## config.mk

```make
export PLATFORM = sky130hd
export DESIGN_NAME = line_sram_ctrl
export DESIGN_NICKNAME = d
export VERILOG_FILES = /design/src/rtl/line_sram_ctrl.sv
export SDC_FILE = /design/constraint.sdc
export NUM_CORES = 1
export LEC_CHECK = 0
export CAP_MARGIN = 10
export CORE_MARGIN = 2
export CORE_UTILIZATION = 46
export CTS_CLUSTER_SIZE = 28
export DETAILED_ROUTE_END_ITERATION = 10
export PLACE_DENSITY_LB_ADDON = 0.1
export SETUP_SLACK_MARGIN = 0.15
export SYNTH_ARGS = -nofsm -noshare
export SYNTH_HDL_FRONTEND = slang
export SYNTH_SLANG_ARGS = --single-unit
```

## constraint.sdc

```tcl
create_clock -name clk -period 5 [get_ports clk]
set_input_delay 1 -clock clk [delete_from_list [all_inputs] [get_ports clk]]
set_output_delay 1 -clock clk [all_outputs]
set_load 0.005 [all_outputs]
```

## src/rtl/line_sram_ctrl.sv

```systemverilog
// One-line delay for the bicubic vertical taps: pairs each pixel with the previous line's pixel at the same column.
// Optional macro LINE_FIRST_REPLICATE_EN: replicate the current pixel as m_prev on first-line pixels.
module line_sram_ctrl #(
  parameter int DATA_WIDTH = 24,
  parameter int LINE_W     = 960,
  parameter int ADDR_WIDTH = $clog2(LINE_W)
) (
  input  logic                  clk,
  input  logic                  rst,
  input  logic                  s_valid,
  output logic                  s_ready,
  input  logic                  s_sof,
  input  logic [DATA_WIDTH-1:0] s_data,
  output logic                  m_valid,
  input  logic                  m_ready,
  output logic [DATA_WIDTH-1:0] m_cur,
  output logic [DATA_WIDTH-1:0] m_prev,
  output logic [ADDR_WIDTH-1:0] m_col,
  output logic                  m_first_line,
  output logic [ADDR_WIDTH-1:0] sram_addr,
  output logic                  sram_cs_n,
  output logic                  sram_wr_en,
  output logic [DATA_WIDTH-1:0] sram_wdata,
  input  logic [DATA_WIDTH-1:0] sram_rdata
);

  typedef enum logic [1:0] {
    IDLE  = 2'd0,
    WRITE = 2'd1,
    HOLD  = 2'd2
  } state_t;

  localparam logic [ADDR_WIDTH-1:0] LAST_COL = ADDR_WIDTH'(LINE_W - 1);

  state_t                state_q, state_d;
  logic [ADDR_WIDTH-1:0] col_cnt_q, col_cnt_d;
  logic                  first_line_q, first_line_d;
  logic [ADDR_WIDTH-1:0] col_q, col_d;
  logic                  fl_q, fl_d;
  logic [DATA_WIDTH-1:0] cur_q, cur_d;
  logic [DATA_WIDTH-1:0] prev_q, prev_d;

  logic                  acc;
  logic                  last_col;
  logic [ADDR_WIDTH-1:0] col_adv;
  logic                  fl_adv;
  logic [ADDR_WIDTH-1:0] base_col;
  logic                  base_fl;
  logic [ADDR_WIDTH-1:0] acol;
  logic [DATA_WIDTH-1:0] first_prev;

  // In HOLD the next accept lands in the column after the pair being released,
  // so the column/first-line bases are taken from the advance path, not the counter.
  assign last_col = (col_q == LAST_COL);
  assign col_adv  = last_col ? '0 : col_q + ADDR_WIDTH'(1);
  assign fl_adv   = last_col ? 1'b0 : fl_q;
  assign base_col = (state_q == HOLD) ? col_adv : col_cnt_q;
  assign base_fl  = (state_q == HOLD) ? fl_adv : first_line_q;
  assign acol     = s_sof ? '0 : base_col;

  assign s_ready = ~rst & ((state_q == IDLE) | ((state_q == HOLD) & m_ready));
  assign acc     = s_valid & s_ready;

`ifdef LINE_FIRST_REPLICATE_EN
  assign first_prev = cur_q;
`else
  assign first_prev = '0;
`endif

  always_comb begin
    state_d      = state_q;
    col_cnt_d    = col_cnt_q;
    first_line_d = first_line_q;
    col_d        = col_q;
    fl_d         = fl_q;
    cur_d        = cur_q;
    prev_d       = prev_q;
    sram_cs_n    = 1'b1;
    sram_wr_en   = 1'b0;
    sram_addr    = '0;
    sram_wdata   = '0;

    case (state_q)
      IDLE: begin
        if (acc) begin
          sram_cs_n = 1'b0;
          sram_addr = acol;
          cur_d     = s_data;
          col_d     = acol;
          fl_d      = s_sof | base_fl;
          state_d   = WRITE;
        end
      end

      WRITE: begin
        // Stale SRAM contents on a first line are never exposed.
        prev_d     = fl_q ? first_prev : sram_rdata;
        sram_cs_n  = 1'b0;
        sram_wr_en = 1'b1;
        sram_addr  = col_q;
        sram_wdata = cur_q;
        state_d    = HOLD;
      end

      HOLD: begin
        if (m_ready) begin
          col_cnt_d    = col_adv;
          first_line_d = fl_adv;
          if (acc) begin
            sram_cs_n = 1'b0;
            sram_addr = acol;
            cur_d     = s_data;
            col_d     = acol;
            fl_d      = s_sof | base_fl;
            state_d   = WRITE;
          end else begin
            state_d = IDLE;
          end
        end
      end

      default: state_d = IDLE;
    endcase
  end

  always_ff @(posedge clk or posedge rst) begin
    if (rst) begin
      state_q      <= IDLE;
      col_cnt_q    <= '0;
      first_line_q <= 1'b1;
      col_q        <= '0;
      fl_q         <= 1'b1;
      cur_q        <= '0;
      prev_q       <= '0;
    end else begin
      state_q      <= state_d;
      col_cnt_q    <= col_cnt_d;
      first_line_q <= first_line_d;
      col_q        <= col_d;
      fl_q         <= fl_d;
      cur_q        <= cur_d;
      prev_q       <= prev_d;
    end
  end

  assign m_valid      = (state_q == HOLD);
  assign m_cur        = cur_q;
  assign m_prev       = prev_q;
  assign m_col        = col_q;
  assign m_first_line = fl_q;

endmodule

```

; ---- Yosys cells after proc, flatten, opt, wreduce, memory -nomap -nowiden
; Index checks and enable logic that the tools add are counted.
[word_totals]
reg_bits = 72
in_bits = 53
word_cells = 51
[classes]
n_addsub = 1
eq_ne = 5
muxes = 27
bitwise = 6
reduce_logical = 5
[ops]
columns = op, count
row1 = two-way mux 24 bit, 4
row2 = two-way mux 10 bit, 7
row3 = one-hot mux 24 bit (2 select lines), 1
row4 = one-hot mux 10 bit (3 select lines), 1
row5 = one-hot mux 10 bit (2 select lines), 1
row6 = "adder 10 x 1 -> 10 bit, second input constant", 1
row7 = "equality test 10 bit, second input constant", 1
row8 = two-way mux 1 bit, 8
row9 = one-hot mux 2 bit (3 select lines), 1
row10 = AND reduction 2 bit, 3
row11 = two-way mux 2 bit, 2
row12 = AND 1 bit, 3
row13 = one-hot mux 1 bit (3 select lines), 1
row14 = "equality test 2 x 1 -> 1 bit, second input constant", 1
row15 = "equality test 2 bit, second input constant", 1
row16 = zero test 2 bit, 1
row17 = "!= test 2 x 1 -> 1 bit, second input constant", 1
row18 = "!= test 2 bit, second input constant", 1
row19 = OR 1 bit, 2
row20 = one-hot mux 1 bit (2 select lines), 1
row21 = nonzero test 2 bit, 1
row22 = NOT 1 bit, 1

; ---- Depth between registers and ports, before layout
; Gate-level depths: netlist of run 1.
[logic_depth]
word_depth = 8
depth_mapped = 7
mapped_depth_nobuf = 5

; ---- Worst setup path after synthesis of run 1
; No wires, ideal clock.
[synth_path]
path_kind = input port to output port
startpoint = in rst
endpoint = out sram_addr[0]
arrival_time_ns = 2.295
required_ns = 4.000
setup_slack_ns = 1.705
path_stages = 4
n_path_buf = 0
path_cell_list = or4b_4 or3_4 or3_1 o21ai_0
[synth_via]
elab_chain_len = 6
[synth_rtl]
columns = element, line
row1 = "start, declared", 9  ; input logic rst,
row2 = NOT 1 bit *, 61  ; assign s_ready = ~rst & ((state_q == IDLE) | ((state_q == HOLD) & m_ready));
row3 = AND 1 bit *, 61
row4 = AND 1 bit *, 62  ; assign acc = s_valid & s_ready;
row5 = two-way mux 10 bit *, "85, 109"
row6 = two-way mux 10 bit, 106  ; if (m_ready) begin
row7 = one-hot mux 10 bit (3 select lines) *, 83  ; case (state_q)
row8 = "end, declared", 20  ; output logic [ADDR_WIDTH-1:0] sram_addr,
; Mark *: on every way between the ends. The rest lies on a longest branch, timed or not.

; ---- Final worst setup path of run 1
; Same ends and word-level chain as after synthesis.

==> results of run 1 <==
## synth_stat cells, types with 3 or more instances
library cell and count:
a22oi_1 9, o211ai_1 3, buf_2 6, and2_1 24, nand2b_1 4, o21ai_0 23
clkbuf_1 20, nor3_1 5, nor2_1 3, a32oi_1 6, inv_1 3, o31ai_1 3
a22o_1 3, o22ai_1 8, dfrtp_1 70, nand3b_1 24, nand2_1 142, nand3_1 5
## power groups by stage
stage / registers, mW / logic, mW / clock network [mW]
floorplan: 0.815 / 0.215 / 0
global placement: 0.840 / 0.534 / 0
detailed placement: 0.844 / 0.549 / 0
CTS: 0.837 / 0.551 / 0.466
global route: 0.862 / 0.599 / 0.489
finish: 0.838 / 0.544 / 0.455
## final cells by class
class / instances / area share
clock buffer: 11 / 0.0291
clock inverter: 3 / 0.00818
inverter: 5 / 0.00361
multi-input combinational: 287 / 0.291
sequential: 72 / 0.347
tap: 99 / 0.0238
timing repair buffer: 156 / 0.297
## final timing paths
| path | from | endpoint | cells past startpoint |
|---|---|---|---|
| worst max-delay path | rst | sram_addr[0] | 6 |
| min in group asynchronous | rst | m_prev[21] | 2 |
| max in group asynchronous | rst | m_cur[20] | 3 |
| worst min-delay path | m_prev[11] | m_prev[11] | 2 |
| worst max register to register | state_q[1] | m_prev[6] | 6 |
| worst min register to register | m_prev[11] | m_prev[11] | 2 |
## critical path, stage by stage
cell and delay [ps]:
clkdlybuf4s50_1 470, or4b_4 580, or3_4 430, or3_1 360
o21ai_0 90, clkdlybuf4s50_1 520
## cells in the final DEF, fill, tap and decap left out, drive strengths merged
cell type / Yosys / routed
a211o: 1 / 1
a21oi: 2 / 2
a22o: 3 / 3
a22oi: 9 / 9
a311oi: 1 / 1
a32oi: 6 / 6
and2: 24 / 24
buf: 8 / 7
bufinv: 0 / 1
clkbuf: 20 / 11
clkdlybuf4s50: 0 / 149
clkinv: 1 / 2
clkinvlp: 0 / 1
dfrtp: 70 / 70
dfstp: 2 / 2
ha: 1 / 1
inv: 4 / 4
nand2: 142 / 142
nand2b: 4 / 4
nand3: 5 / 5
nand3b: 24 / 24
nand4: 1 / 1
nand4b: 2 / 2
nor2: 4 / 4
nor2b: 1 / 1
nor3: 5 / 5
nor4: 2 / 2
o211ai: 3 / 3
o21a: 2 / 2
o21ai: 23 / 23
o22ai: 8 / 8
o2bb2ai: 1 / 1
o311a: 1 / 1
o31a: 2 / 2
o31ai: 3 / 3
or3: 2 / 2
or4b: 2 / 2
xnor2: 2 / 2
xor2: 1 / 1
## cell families after synthesis
| kind of cell | after synthesis |
|---|---|
| xor gates and xnor gates | 3 |
| and+or+nand+nor | 218 |
| DFF | 72 |
| adders and majority gates | 1 |
| AOI/OAI and AO/OA | 65 |
| buffers and inverters | 33 |
## sequential cells by signal, summed over array words and instances (netlist names)
| signal | flops |
|---|---|
| col_cnt_q | 10 |
| first_line_q | 1 |
| m_col | 10 |
| m_cur | 24 |
| m_first_line | 1 |
| m_prev | 24 |
| state_q | 2 |
## metal layers
metal / part of all wire / up-vias
met2: 0.48 / 140
li1: - / 1596
met1: 0.42 / 1589
met4: 0.018 / 0
met5: 0 / -
met3: 0.082 / 16
==> results.yml, run 1 <==
final_layout:
  multi_input_area_um2: 1510
  fin_nets: 585
  nFillCells: 568
  register_area_um2: 1800
  fin_util: 0.717
  stdcell_area_um2: 5200
  syn2layout_area_growth_pct: 50.7
  fin_cells: 633
  drive_gt1_frac: 0.0524
  n_antenna_cell: 0
power_and_ir_drop:
  pwr-share-comb: 0.296
  p_sw_mw: 0.534
  p_per_area_nw_per_um2: 354
  p_total_mw: 1.84
  swShare: 0.291
  p_clk_frac: 0.248
  leakagePower_nw: 2.28
  seqPwrFrac: 0.456
  internal_power_mw: 1.30
  ir_drop_v: 0.000177
global_route:
  busiest_layer: "met2"
  grt_pass1_vias: 3399
  antenna_found_initial: 0
  grt_pass1_wl_mm: 16.5
  track_usage: 0.249
  met1_usage: 0.324
  grt_start_max_net_pins: 47
  met3_usage: 0.0676
  grtUsageMet2: 0.401
  gr-total-overflow: 0
clocking:
  clockRootBuffer: "clkbuf_8"
  clk_path_buf_depth: 2
  clkLatencyLatePin_ps: 340
  ctsHtreeMaxLevel: 3
  cts_resized: 0
  cts_sinks: 72
  holdBufCountCts: 0
  cts_buffers: 9
  clkTransAtPathRegs_ps: 70
  cts_setup_buffers: 0
  cts_tree: "built"
floorplanning:
  dieHeight_um: 90.6
  rows: 31
  initial_core_util: 0.476
  coreArea_um2: 7250
  die_area_um2: 8210
  dieWidth_um: 90.6
  boundaryPins: 150
critical_path:
  cp.arrival_ps: 3470
  worstSetupPathType: "input port to primary output"
  required_ps: 4000
  critPathMaxFanout: 13
  cp-end-kind: "primary output"
  start_kind: "input port"
  r2r_slack_ps: 2640
timing:
  min_period_over_period: 0.893
  final.min_clock_period_ps: 4470
  slew_headroom: 0.318
  slew_violations: 0
  finalSetupViolCount: 0
  clock.fmax_mhz: 224
  hold_viol: 0
  rsz0062_at_grt: "false"
  setup_ws_ps: 534
  worst_slew_pin_slew_ps: 1020
  timing.setup.tns_ps: 0
  whs_ps: 466
  clock_skew_ps: 12.2
yosys:
  ys.warnings.count: 0
  yosysTopAreaCellShare: 0.508
  synth_edf_count: 0
  ys_seq_elements: 72
  async_flop_share: 1.00
  syn_area_um2: 3450
  synth-simple-area-share: 0.301
  syn_inst: 392
  syn_avg_cell_area_um2: 8.80
  synth_area_leaders: "dfrtp_1, nand2_1, nand3b_1"
  synthXorXnorAreaFrac: 0.00762
  synthMuxAreaShare: 0
  synth_compound_area_frac: 0.126
  synth_nets: 446
  synth_top_family_by_area: "simple AND/OR/NAND/NOR gates"
  synth_fa_ha_area_frac: 0.00363
  yosysSeqAreaShare: 0.523
  synth.largest_area_cell: "dfrtp_1"
  synth_cell_types: 41
  yosys_most_used_dff: "dfrtp_1"
place:
  placed_cells: 619
  place_ws_ps: 549
  io_buffers: 149
  place_congestion: 0.832
  post-dp-hpwl_mm: 6.84
  dpl_cell_area_um2: 5000
detailed_routing:
  routedWlPerCell_um: 15.5
  via_per_inst: 5.28
  via_count: 3341
  drt_iter0_markers: 217
  drt_first_pass_iters: 4
  wirelength_mm: 9.80
  ant_nets: 0
  drc: 0
hold_path:
  worstHoldPathType: "flip-flop to flip-flop"
outcome:
  status: "complete, no violations"
flow_run:
  cap_viol_max_count: 0
(Power assumes the default switching activity.)
==> run 2: changes to the inputs <==
Settings changed: CAP_MARGIN 10 to 20, CTS_CLUSTER_DIAMETER from default to 120.
==> results.yml, run 2 (synthesis results as in run 1) <==
outcome:
  status: "complete, no violations"
final_layout:
  fin_nets: 586
  drive_gt1_frac: 0.0542
  final_cell_mix: "clkdlybuf4s50_1, nand2_1, dfrtp_1"
  syn2layout_area_growth_pct: 51.5
  fin_cells: 634
  layout_commonest_cell: "clkdlybuf4s50_1"
  fin_util: 0.721
  n_antenna_cell: 0
timing:
  finalSetupViolCount: 0
  slew_headroom: 0.357
  clock.fmax_mhz: 224
  slew_violations: 0
  hold_viol: 0
  timing.setup.tns_ps: 0
  worst_slew_pin_slew_ps: 963
  rsz0062_at_grt: "false"
  min_period_over_period: 0.893
  setup_ws_ps: 534
  final.min_clock_period_ps: 4470
  whs_ps: 466
  clock_skew_ps: 12.7
floorplanning:
  dieHeight_um: 90.6
  dieWidth_um: 90.6
  coreArea_um2: 7250
  boundaryPins: 150
  rows: 31
  initial_core_util: 0.476
  die_area_um2: 8210
critical_path:
  required_ps: 4000
  cp.arrival_ps: 3470
  rr_startpoint: "state_q[1]"
  cp-end-kind: "primary output"
  critPathLaunch: "rst"
  start_kind: "input port"
  critPathMaxFanout: 13
  worstSetupPathType: "input port to primary output"
place:
  place_congestion: 0.832
  place_ws_ps: 549
  io_buffers: 149
  placed_cells: 619
  post-dp-hpwl_mm: 6.84
clocking:
  cts_sinks: 72
  clkLatencyLatePin_ps: 340
  clockRootBuffer: "clkbuf_8"
  ctsHtreeMaxLevel: 3
  cts_tree: "built"
  clkTransAtPathRegs_ps: 70
  holdBufCountCts: 0
  cts_buffers: 9
  cts_setup_buffers: 0
  clk_path_buf_depth: 2
  cts_resized: 0
global_route:
  grt_pass1_wl_mm: 16.5
  gr-total-overflow: 0
  antenna_found_initial: 0
  grt_start_max_net_pins: 47
  track_usage: 0.249
  grt_pass1_vias: 3399
power_and_ir_drop:
  leakagePower_nw: 2.29
  ir_drop_v: 0.000174
  p_per_area_nw_per_um2: 353
hold_path:
  worstHoldPathType: "flip-flop to flip-flop"
  worstHoldStart: "m_prev[11]"
detailed_routing:
  wirelength_mm: 9.78
  drt_first_pass_iters: 4
  ant_nets: 0
  via_count: 3351
  routedWlPerCell_um: 15.4
  drt_iter0_markers: 222
  drc: 0
  via_per_inst: 5.29
flow_run:
  cap_viol_max_count: 0
## run 2: cell count changes in the layout (fill, tap and decap cells not counted)
cell	change
buf_16	+1
## run 2: final timing paths
check	to	depth (start not counted)	slack, ps
worst min register to register	m_prev[11]	2	470
max in group asynchronous	m_cur[20]	3	2800
worst max register to register	m_first_line	7	2670
worst min-delay path	m_prev[11]	2	470
worst max-delay path	sram_addr[0]	6	530
min in group asynchronous	m_prev[21]	2	1290
## run 2: per-stage QoR
stage          cell area (um^2)  power [mW]
4_1_cts                    5200        1.85
3_5_place_dp               5000        1.39
3_3_place_gp               5000        1.37
6_report                   5230        1.84
2_1_floorplan              3450        1.03
5_1_grt                    5230        1.95
## run 2: cell type report
cell class                      count  area, um^2
Sequential cell                    72        1800
Inverter                            5        18.8
Timing Repair Buffer              157        1570
Tap cell                           99         124
Fill cell                         563        2030
Clock inverter                      3        42.5
Clock buffer                       11         151
Multi-Input combinational cell    287        1510
## run 2: metal layers
metal  vias to the layer above  part of all wire  wire [um]  global-route usage
met5                         -                 0          0                   0
met4                         0             0.018        180              0.0859
met3                        16             0.077        754              0.0676
met2                       138              0.47       4640               0.401
met1                      1597              0.43       4200               0.324
li1                       1600                 -          -                   -
## run 2: critical path, cell delays in order
cell,delay (ps)
clkdlybuf4s50_1,470
or4b_4,580
or3_4,430
or3_1,370
o21ai_0,90
clkdlybuf4s50_1,520
## run 2: where the power goes
| part | total [mW] | internal, mW | switching [mW] |
|---|---|---|---|
| clock | 0.456 | 0.251 | 0.205 |
| combinational | 0.548 | 0.340 | 0.209 |
| sequential | 0.838 | 0.716 | 0.121 |
==> run 3: changes to the inputs <==
Settings changed: GPL_ROUTABILITY_DRIVEN from default to 0, SKIP_CTS_REPAIR_TIMING from default to 1.
==> results of run 3 <==
The final DEF is identical to that of run 2; final timing and power are the same.
